$ cat config.mk
export PLATFORM = sky130hd
export DESIGN_NAME = divider
export DESIGN_NICKNAME = d
export VERILOG_FILES = /design/src/rtl/divider.sv
export SDC_FILE = /design/constraint.sdc
export NUM_CORES = 1
export LEC_CHECK = 0
export CORE_ASPECT_RATIO = 1.4
export CORE_MARGIN = 4
export CORE_UTILIZATION = 25
export CTS_CLUSTER_DIAMETER = 50
export DETAILED_ROUTE_END_ITERATION = 8
export SETUP_SLACK_MARGIN = 0.3
export SYNTH_ARGS = -nofsm -noshare
export SYNTH_HDL_FRONTEND = slang
export SYNTH_HIERARCHICAL = 1
export SYNTH_SLANG_ARGS = --single-unit
$ cat constraint.sdc
create_clock -name clk -period 8.95 [get_ports clk]
set_input_delay 1.79 -clock clk [delete_from_list [all_inputs] [get_ports clk]]
set_output_delay 1.79 -clock clk [all_outputs]
set_load 0.02 [all_outputs]
$ cat src/rtl/divider.sv
// Signed 64-bit restoring divider.
// A small control FSM sequences the operation while a separate datapath
// holds the operand magnitudes, performs one shift/subtract step per cycle
// and produces the sign-corrected, registered results.

// Control part: state register, iteration counter and step strobes
module divider_ctrl (
  input  logic clk,
  input  logic reset_n,
  input  logic op_start,
  input  logic op_clear,
  input  logic divisor_zero,
  output logic load_en,
  output logic step_en,
  output logic finish_en,
  output logic op_done
);

  typedef enum logic [1:0] {
    IDLE = 2'b00,
    EXEC = 2'b01,
    DONE = 2'b10
  } state_t;

  state_t     state_q, state_d;
  logic [6:0] count_q, count_d;

  // State and counter registers; reset returns to IDLE immediately
  always_ff @(posedge clk or negedge reset_n) begin
    if (!reset_n) begin
      state_q <= IDLE;
      count_q <= 7'd0;
    end else begin
      state_q <= state_d;
      count_q <= count_d;
    end
  end

  // Next-state and strobe decode; a zero divisor leaves EXEC after one cycle
  always_comb begin
    state_d   = state_q;
    count_d   = count_q;
    load_en   = 1'b0;
    step_en   = 1'b0;
    finish_en = 1'b0;
    if (op_clear) begin
      state_d = IDLE;
      count_d = 7'd0;
    end else begin
      case (state_q)
        IDLE: begin
          count_d = 7'd0;
          if (op_start) begin
            load_en = 1'b1;
            state_d = EXEC;
          end
        end
        EXEC: begin
          count_d = count_q + 7'd1;
          if (divisor_zero || (count_q == 7'd64)) begin
            finish_en = 1'b1;
            state_d   = DONE;
          end else begin
            step_en = 1'b1;
          end
        end
        DONE: begin
          state_d = DONE;
        end
        default: begin
          state_d = IDLE;
          count_d = 7'd0;
        end
      endcase
    end
  end

  // Result-valid flag is a direct decode of the DONE state register
  always_comb begin
    op_done = (state_q == DONE);
  end

endmodule

// Datapath part: operand magnitudes, restoring iteration and result registers
module divider_dp (
  input  logic        clk,
  input  logic        reset_n,
  input  logic        op_clear,
  input  logic        load_en,
  input  logic        step_en,
  input  logic        finish_en,
  input  logic [63:0] dividend,
  input  logic [63:0] divisor,
  output logic [63:0] quotient,
  output logic [63:0] remainder,
  output logic        div_by_zero,
  output logic        divisor_zero
);

  logic        dvd_neg_q, dvd_neg_d;
  logic        dvs_neg_q, dvs_neg_d;
  logic [63:0] dvs_mag_q, dvs_mag_d;
  logic [63:0] rem_q, rem_d;
  logic [63:0] quo_q, quo_d;
  logic [63:0] quotient_q, quotient_d;
  logic [63:0] remainder_q, remainder_d;
  logic        dbz_q, dbz_d;

  logic [64:0] shifted;
  logic [64:0] trial;
  logic [63:0] quo_neg;
  logic [63:0] rem_neg;

  // Datapath registers; everything reads zero straight out of reset
  always_ff @(posedge clk or negedge reset_n) begin
    if (!reset_n) begin
      dvd_neg_q   <= 1'b0;
      dvs_neg_q   <= 1'b0;
      dvs_mag_q   <= 64'd0;
      rem_q       <= 64'd0;
      quo_q       <= 64'd0;
      quotient_q  <= 64'd0;
      remainder_q <= 64'd0;
      dbz_q       <= 1'b0;
    end else begin
      dvd_neg_q   <= dvd_neg_d;
      dvs_neg_q   <= dvs_neg_d;
      dvs_mag_q   <= dvs_mag_d;
      rem_q       <= rem_d;
      quo_q       <= quo_d;
      quotient_q  <= quotient_d;
      remainder_q <= remainder_d;
      dbz_q       <= dbz_d;
    end
  end

  // Shift/trial-subtract arithmetic and the two's-complement result negations
  always_comb begin
    shifted = {rem_q, quo_q[63]};
    trial   = shifted - {1'b0, dvs_mag_q};
    quo_neg = ~quo_q + 64'd1;
    rem_neg = ~rem_q + 64'd1;
  end

  // Working and result register updates; quo_q holds |dividend| until stepping
  always_comb begin
    dvd_neg_d   = dvd_neg_q;
    dvs_neg_d   = dvs_neg_q;
    dvs_mag_d   = dvs_mag_q;
    rem_d       = rem_q;
    quo_d       = quo_q;
    quotient_d  = quotient_q;
    remainder_d = remainder_q;
    dbz_d       = dbz_q;
    if (op_clear) begin
      rem_d       = 64'd0;
      quo_d       = 64'd0;
      quotient_d  = 64'd0;
      remainder_d = 64'd0;
      dbz_d       = 1'b0;
    end else if (load_en) begin
      dvd_neg_d   = dividend[63];
      dvs_neg_d   = divisor[63];
      dvs_mag_d   = divisor[63] ? (~divisor + 64'd1) : divisor;
      quo_d       = dividend[63] ? (~dividend + 64'd1) : dividend;
      rem_d       = 64'd0;
      quotient_d  = 64'd0;
      remainder_d = 64'd0;
      dbz_d       = 1'b0;
    end else if (step_en) begin
      if (!trial[64]) begin
        rem_d = trial[63:0];
        quo_d = {quo_q[62:0], 1'b1};
      end else begin
        rem_d = shifted[63:0];
        quo_d = {quo_q[62:0], 1'b0};
      end
    end else if (finish_en) begin
      if (divisor_zero) begin
        quotient_d  = 64'hFFFF_FFFF_FFFF_FFFF;
        remainder_d = dvd_neg_q ? quo_neg : quo_q;
        dbz_d       = 1'b1;
      end else begin
        quotient_d  = (dvd_neg_q ^ dvs_neg_q) ? quo_neg : quo_q;
        remainder_d = dvd_neg_q ? rem_neg : rem_q;
        dbz_d       = 1'b0;
      end
    end
  end

  // Result ports and the zero-divisor status seen by the control part
  always_comb begin
    quotient     = quotient_q;
    remainder    = remainder_q;
    div_by_zero  = dbz_q;
    divisor_zero = (dvs_mag_q == 64'd0);
  end

endmodule

// Top level: wires the control FSM to the datapath
module divider (
  input  logic        clk,
  input  logic        reset_n,
  input  logic        op_start,
  input  logic        op_clear,
  input  logic [63:0] dividend,
  input  logic [63:0] divisor,
  output logic [63:0] quotient,
  output logic [63:0] remainder,
  output logic        div_by_zero,
  output logic        op_done
);

  logic load_en;
  logic step_en;
  logic finish_en;
  logic divisor_zero;

  divider_ctrl u_ctrl (
    .clk          (clk),
    .reset_n      (reset_n),
    .op_start     (op_start),
    .op_clear     (op_clear),
    .divisor_zero (divisor_zero),
    .load_en      (load_en),
    .step_en      (step_en),
    .finish_en    (finish_en),
    .op_done      (op_done)
  );

  divider_dp u_dp (
    .clk          (clk),
    .reset_n      (reset_n),
    .op_clear     (op_clear),
    .load_en      (load_en),
    .step_en      (step_en),
    .finish_en    (finish_en),
    .dividend     (dividend),
    .divisor      (divisor),
    .quotient     (quotient),
    .remainder    (remainder),
    .div_by_zero  (div_by_zero),
    .divisor_zero (divisor_zero)
  );

endmodule
==> results of run 1 <==
==> power groups by stage <==
stage               clock network (mW)  logic [mW]  registers (mW)
finish                            2.06        4.58            2.24
global route                      2.17        5.08            2.28
CTS                               2.12        4.57            2.23
detailed placement                   0        4.53            2.26
global placement                     0        4.54            2.24
floorplan                            0        3.42            1.96
==> sequential cells by signal, indices dropped and copies added, names as in the netlist <==
signal            count
u_dp/remainder       64
u_dp/quotient        64
u_dp/rem_q           64
u_dp/quo_q           64
u_ctrl/state_q        2
u_dp/div_by_zero      1
u_dp/dvs_mag_q       64
u_dp/dvd_neg_q        1
u_ctrl/count_q        7
u_dp/dvs_neg_q        1
==> cells in the final DEF (no fill, tap or decap), types with 6 or more instances in the layout <==
master,synthesis,final
a211oi_1,103,103
a21boi_0,9,9
a21o_1,63,63
a21oi_1,198,198
a22o_1,30,30
a311oi_1,14,14
a31oi_1,39,39
and2_1,10,9
and3_1,28,27
buf_4,1,24
clkbuf_16,0,53
clkdlybuf4s50_1,0,257
clkinv_4,0,6
clkinv_8,0,6
clkinvlp_4,0,6
dfrtp_1,332,331
ha_1,73,73
inv_1,101,100
inv_6,0,9
mux2i_1,22,22
nand2_1,434,433
nand2b_1,24,23
nand3_1,37,36
nand4_1,30,30
nor2_1,187,184
nor2b_1,54,53
nor3_1,30,30
nor4_1,44,44
o211ai_1,11,11
o21a_1,14,14
o21ai_0,327,327
o21bai_1,8,8
o22ai_1,18,18
o31ai_1,82,82
o41ai_1,39,39
or2_2,19,19
or3_1,65,65
or4_1,44,43
xnor2_1,108,108
xor2_1,231,230
==> cell families after synthesis <==
| group | count (synthesis) | share of synthesized area |
|---|---|---|
| AOI/OAI and AO/OA | 1004 | 0.252 |
| xor gates and xnor gates | 339 | 0.118 |
| adders and majority gates | 74 | 0.0371 |
| buffers and inverters | 346 | 0.0519 |
| DFF | 332 | 0.330 |
| muxes | 28 | 0.0119 |
| and+or+nand+nor | 1037 | 0.199 |
==> layer usage <==
layer | vias up | track usage | part of all wire
li1 | 11551 | - | -
met1 | 11353 | 0.228 | 0.44
met2 | 788 | 0.281 | 0.46
met3 | 137 | 0.0281 | 0.059
met4 | 0 | 0.0600 | 0.036
met5 | - | 0 | 0
==> stage by stage <==
step / instances / worst slack (ns) / hold WS, ns / utilization
2_1_floorplan: 3160 / 3.71 / 0.472 / -
3_3_place_gp: 4521 / 3.01 / 0.454 / 0.288
3_5_place_dp: 4521 / 2.94 / 0.459 / 0.288
4_1_cts: 4616 / 3.59 / 0.472 / 0.306
5_1_grt: 4616 / 3.34 / 0.484 / 0.306
6_report: 4617 / 3.46 / 0.467 / 0.306
==> worst max-delay path, stage by stage <==
cell	delay, ns
clkdlybuf4s50_1	0.46
or4_1	0.62
or4_1	0.50
or4_1	0.55
nor4_1	0.52
nand3_1	0.35
or4_1	0.55
o31ai_1	0.28
xor2_1	0.22
o22ai_1	0.10
==> area by class of cell <==
cell class / instances / area (sq um)
Sequential cell: 332 / 8310
Timing Repair Buffer: 286 / 2800
Clock buffer: 60 / 1390
Multi-Input combinational cell: 2482 / 15600
Antenna cell: 1 / 2.50
Inverter: 101 / 384
Clock inverter: 35 / 379
Tap cell: 1320 / 1650
Fill cell: 10677 / 69200
==> path summary, 6_finish.rpt <==
kind                                           end                from  slack (ns)  depth (start not counted)
worst max register to register  u_dp/remainder[60]  u_dp/dvs_mag_q[51]        3.83                         13
max in group asynchronous       u_dp/dvs_mag_q[54]             reset_n        6.14                          2
min in group asynchronous         u_dp/quotient[9]             reset_n        1.21                          1
worst min register to register    u_dp/quotient[0]    u_dp/quotient[0]        0.47                          2
worst min-delay path              u_dp/quotient[0]    u_dp/quotient[0]        0.47                          2
worst max-delay path                u_dp/quo_q[58]         dividend[4]        3.46                         10
==> impl_metrics.toml, run 1 <==
[run_status]
outcome = "completed"

[synth]
synth_flop_cell = "dfrtp_1"
postSynthCellCount = 3160
synth_most_common_cell = "nand2_1"
syn_nets = 3366
avgSynthCellArea_sq_um = 7.96
ys_ff_latch = 332
ys_top_cells_by_count = "nand2_1 (434), dfrtp_1 (332), o21ai_0 (327)"
synth_area_leader_cell = "dfrtp_1"
synth_cell_types = 77
synth_edf_count = 0
ys_warn_count = 6
synth_area_leaders = "dfrtp_1 (33%), xor2_1 (8.0%), o21ai_0 (6.5%)"
syn_area_sq_mm = 0.0251
ys_async_sr_fraction = 1.00
synth_top_area_share = 0.330
seq_area_frac_synth = 0.330

[floorplanning]
row_count = 137
initial_utilization = 0.252
die_w_um = 276
io_pins = 262
die-area_sq_mm = 0.106
dieHeight_um = 383
core_sq_mm = 0.0998

[drt]
drc_errors = 0
avgViaCountPerCell = 5.16
wl_per_cell_um = 20.6
drt-total-wl_mm = 95.0
ant_nets = 0
drtIter0Drc = 1950
vias = 23829
drt_first_pass_iters = 6

[cells_and_area]
fin_nets = 3461
area_delta_synth_final_pct = 21.4
fin_area_sq_mm = 0.0305
drive_gt1_frac = 0.0525

[pwr]
seqPwrFrac = 0.252
intPower_mw = 4.65
power_frac_comb = 0.516
irDropWorstVdd_mv = 0.164
power_mw = 8.88
p_sw_mw = 4.22
clkPwrFrac = 0.232
powerDensity_mw_per_mm2 = 291
swShare = 0.476
leakagePower_nw = 12.9

[cts]
root_buffer = "clkbuf_16"
htreeDepth = 2
post-cts-setup-buffer-count = 0
clock-sinks = 332
clkTransAtPathRegs_ns = 0.06
cts_buffer_depth = 3
cts_resized = 0
cts_inserted_buffers = 52
cts_hold_buffers = 0
cts_tree = "built"
clk_latency_ns = 0.61

[grt]
grt-ovfl-total = 0
grt_max_degree = 158
grtUsageTotal = 0.171
first_global_vias = 22653
grt_pass1_wl_mm = 143
antenna_found_initial = 1

[sta]
setup_viol = 0
fmax_mhz = 182
maxSlewHeadroom = 0.299
min_period_ns = 5.49
slew_viol_final = 0
finalSetupTns_ns = 0
clock_skew_ns = 0.0220
tightest_slew_ns = 1.05
hold_viol = 0
post-route-period-util = 0.613
rsz0062_at_grt = "no"

[worst_setup_path]
startpoint_type = "input pin"
required_ns = 9.41
timing.setup.critical_path_class = "input pin to flip-flop"
critical_path_arrival_ns = 5.95
worst-path-max-fanout = 5
end_kind = "flip-flop"

[placed_design]
place_area_sq_mm = 0.0287
gp_congestion = 0.883
hpwlAfterDp_mm = 71.3
port_buffers = 261

[hold_path]
hold_path_class = "flip-flop to flip-flop"

[flow_run]
drv_cap = 0
(Power assumes the default switching activity.)
==> inputs of run 2 (changes only) <==
==> constraint.sdc (replaced) <==
create_clock -name clk -period 5.19 [get_ports clk]
set_input_delay 1.038 -clock clk [delete_from_list [all_inputs] [get_ports clk]]
set_output_delay 1.038 -clock clk [all_outputs]
set_load 0.02 [all_outputs]
==> impl_metrics.toml, run 2 (synthesis gave the netlist of run 1 again) <==
[drt]
wl_met1_mm = 42.6
drt_first_pass_iters = 5
wl_met3_mm = 4.87
drtIter0Drc = 2361
drc_errors = 0
ant_nets = 0
vias = 23889
met2WireLength_mm = 44.3
avgViaCountPerCell = 5.15
wl_per_cell_um = 20.4
maxUsedRoutingLayer = "met4"
drt-total-wl_mm = 94.8

[cts]
clk_latency_ns = 0.61
post-cts-setup-buffer-count = 0
root_buffer = "clkbuf_16"
cts_hold_buffers = 0
cts_buffer_depth = 3
clock-sinks = 332
cts_tree = "built"
htreeDepth = 2
cts_resized = 0
cts_inserted_buffers = 48
clkTransAtPathRegs_ns = 0.06

[worst_setup_path]
timing.setup.critical_path_class = "input pin to flip-flop"
crit_chain = "clkdlybuf4s50_1, or4_1, or4_1, or4_1, nor4_1, nand3_1, or4_1, o31ai_1, xor2_1, o22ai_1"
cp_common_cell = "or4_1"
startpoint_type = "input pin"
worst-path-max-fanout = 5
end_kind = "flip-flop"
max_stage_delay_ns = 0.61
crit_buf_inv = 1
crit_family = "simple AND/OR/NAND/NOR gates"
critical_path_arrival_ns = 5.16
required_ns = 5.64
cpMaxStageDelayCell = "or4_1"

[sta]
min_period_ns = 4.70
maxSlewHeadroom = 0.280
holdWs_ns = 0.458
slew_viol_final = 0
setup_viol = 0
post-route-period-util = 0.906
fin_ws_ns = 0.488
clock_skew_ns = 0.0313
fmax_mhz = 213
rsz0062_at_grt = "no"
finalSetupTns_ns = 0
tightest_slew_ns = 1.08
hold_viol = 0

[grt]
grt_max_degree = 154
first_global_vias = 23006
grt-ovfl-total = 0
antenna_found_initial = 5
grtUsageTotal = 0.171
grt_pass1_wl_mm = 144

[pwr]
power_frac_comb = 0.528
intPower_mw = 8.01
powerDensity_mw_per_mm2 = 500
leakagePower_nw = 13.1
swShare = 0.478
power_mw = 15.3
p_sw_mw = 7.32
irDropWorstVdd_mv = 0.243
clkPwrFrac = 0.220
seqPwrFrac = 0.252

[floorplanning]
io_pins = 262
die-area_sq_mm = 0.106
die_w_um = 276
initial_utilization = 0.252
dieHeight_um = 383
row_count = 137
core_sq_mm = 0.0998

[run_status]
outcome = "completed"

[placed_design]
post-place-cells = 4550
hpwlAfterDp_mm = 71.8
gp_congestion = 0.929
port_buffers = 261
post-place-ws_ns = -0.0837

[cells_and_area]
final_common_cell = "nand2_1"
layout_common_cells = "nand2_1 (433), dfrtp_1 (331), o21ai_0 (327)"
drive_gt1_frac = 0.0588
area_delta_synth_final_pct = 22.0
fillers = 10646
fin_cells = 4641
fin_nets = 3486

[flow_run]
drv_cap = 0

[hold_path]
hold_path_class = "input pin to asynchronous set/reset pin"
[run 2: cell types whose count changed in the layout (fill, tap and decap cells not counted), moves of 2 or more]
cell / before / now
buf_4: 24 / 47
buf_12: 1 / 7
clkinv_8: 6 / 1
clkbuf_16: 53 / 49
clkinv_2: 4 / 7
clkinv_4: 6 / 3
diode_2: 1 / 4
clkbuf_1: 3 / 1
clkbuf_8: 4 / 6
clkinvlp_4: 6 / 4
inv_8: 3 / 5
[run 2: path summary, 6_finish.rpt]
path / startpoint / to / slack [ns] / cells past startpoint
worst max-delay path: dividend[4] / u_dp/quo_q[58] / 0.49 / 10
worst min-delay path: reset_n / u_dp/remainder[2] / 0.46 / 1
worst max register to register: u_dp/rem_q[8] / u_dp/rem_q[55] / 0.70 / 11
worst min register to register: u_dp/quotient[14] / u_dp/quotient[14] / 0.47 / 1
max in group asynchronous: reset_n / u_dp/dvs_mag_q[32] / 3.56 / 2
min in group clk: u_dp/quotient[14] / u_dp/quotient[14] / 0.47 / 1
[run 2: per-layer routing]
metal / vias to the layer above / track usage
met2: 731 / 0.283
li1: 11613 / -
met4: 0 / 0.0560
met5: - / 0
met1: 11414 / 0.232
met3: 131 / 0.0239
[run 2: stage by stage]
step	instance area, sq um	utilization
floorplan	25100	-
global placement	29000	0.291
detailed placement	29000	0.291
CTS	30700	0.307
global route	30700	0.307
finish	30700	0.308
[run 2: layout make-up]
class / count / area [sq um] / share of cell area
clock inverters: 31 / 324 / 0.0106
well taps: 1320 / 1650 / 0.0538
clock buffers: 56 / 1310 / 0.0428
multi-input cells: 2482 / 15600 / 0.508
diodes: 4 / 10.0 / 0.000326
repair buffers: 315 / 3100 / 0.101
inverters: 101 / 384 / 0.0125
flip-flops and latches: 332 / 8310 / 0.271
[run 2: power groups by stage]
| stage | clock [mW] | sequential [mW] | combinational [mW] |
|---|---|---|---|
| after floorplan | 0 | 3.38 | 5.90 |
| after global placement | 0 | 3.88 | 7.96 |
| after detailed placement | 0 | 3.89 | 7.99 |
| after CTS | 3.47 | 3.85 | 8.05 |
| after global routing | 3.58 | 3.94 | 8.94 |
| final | 3.38 | 3.86 | 8.09 |
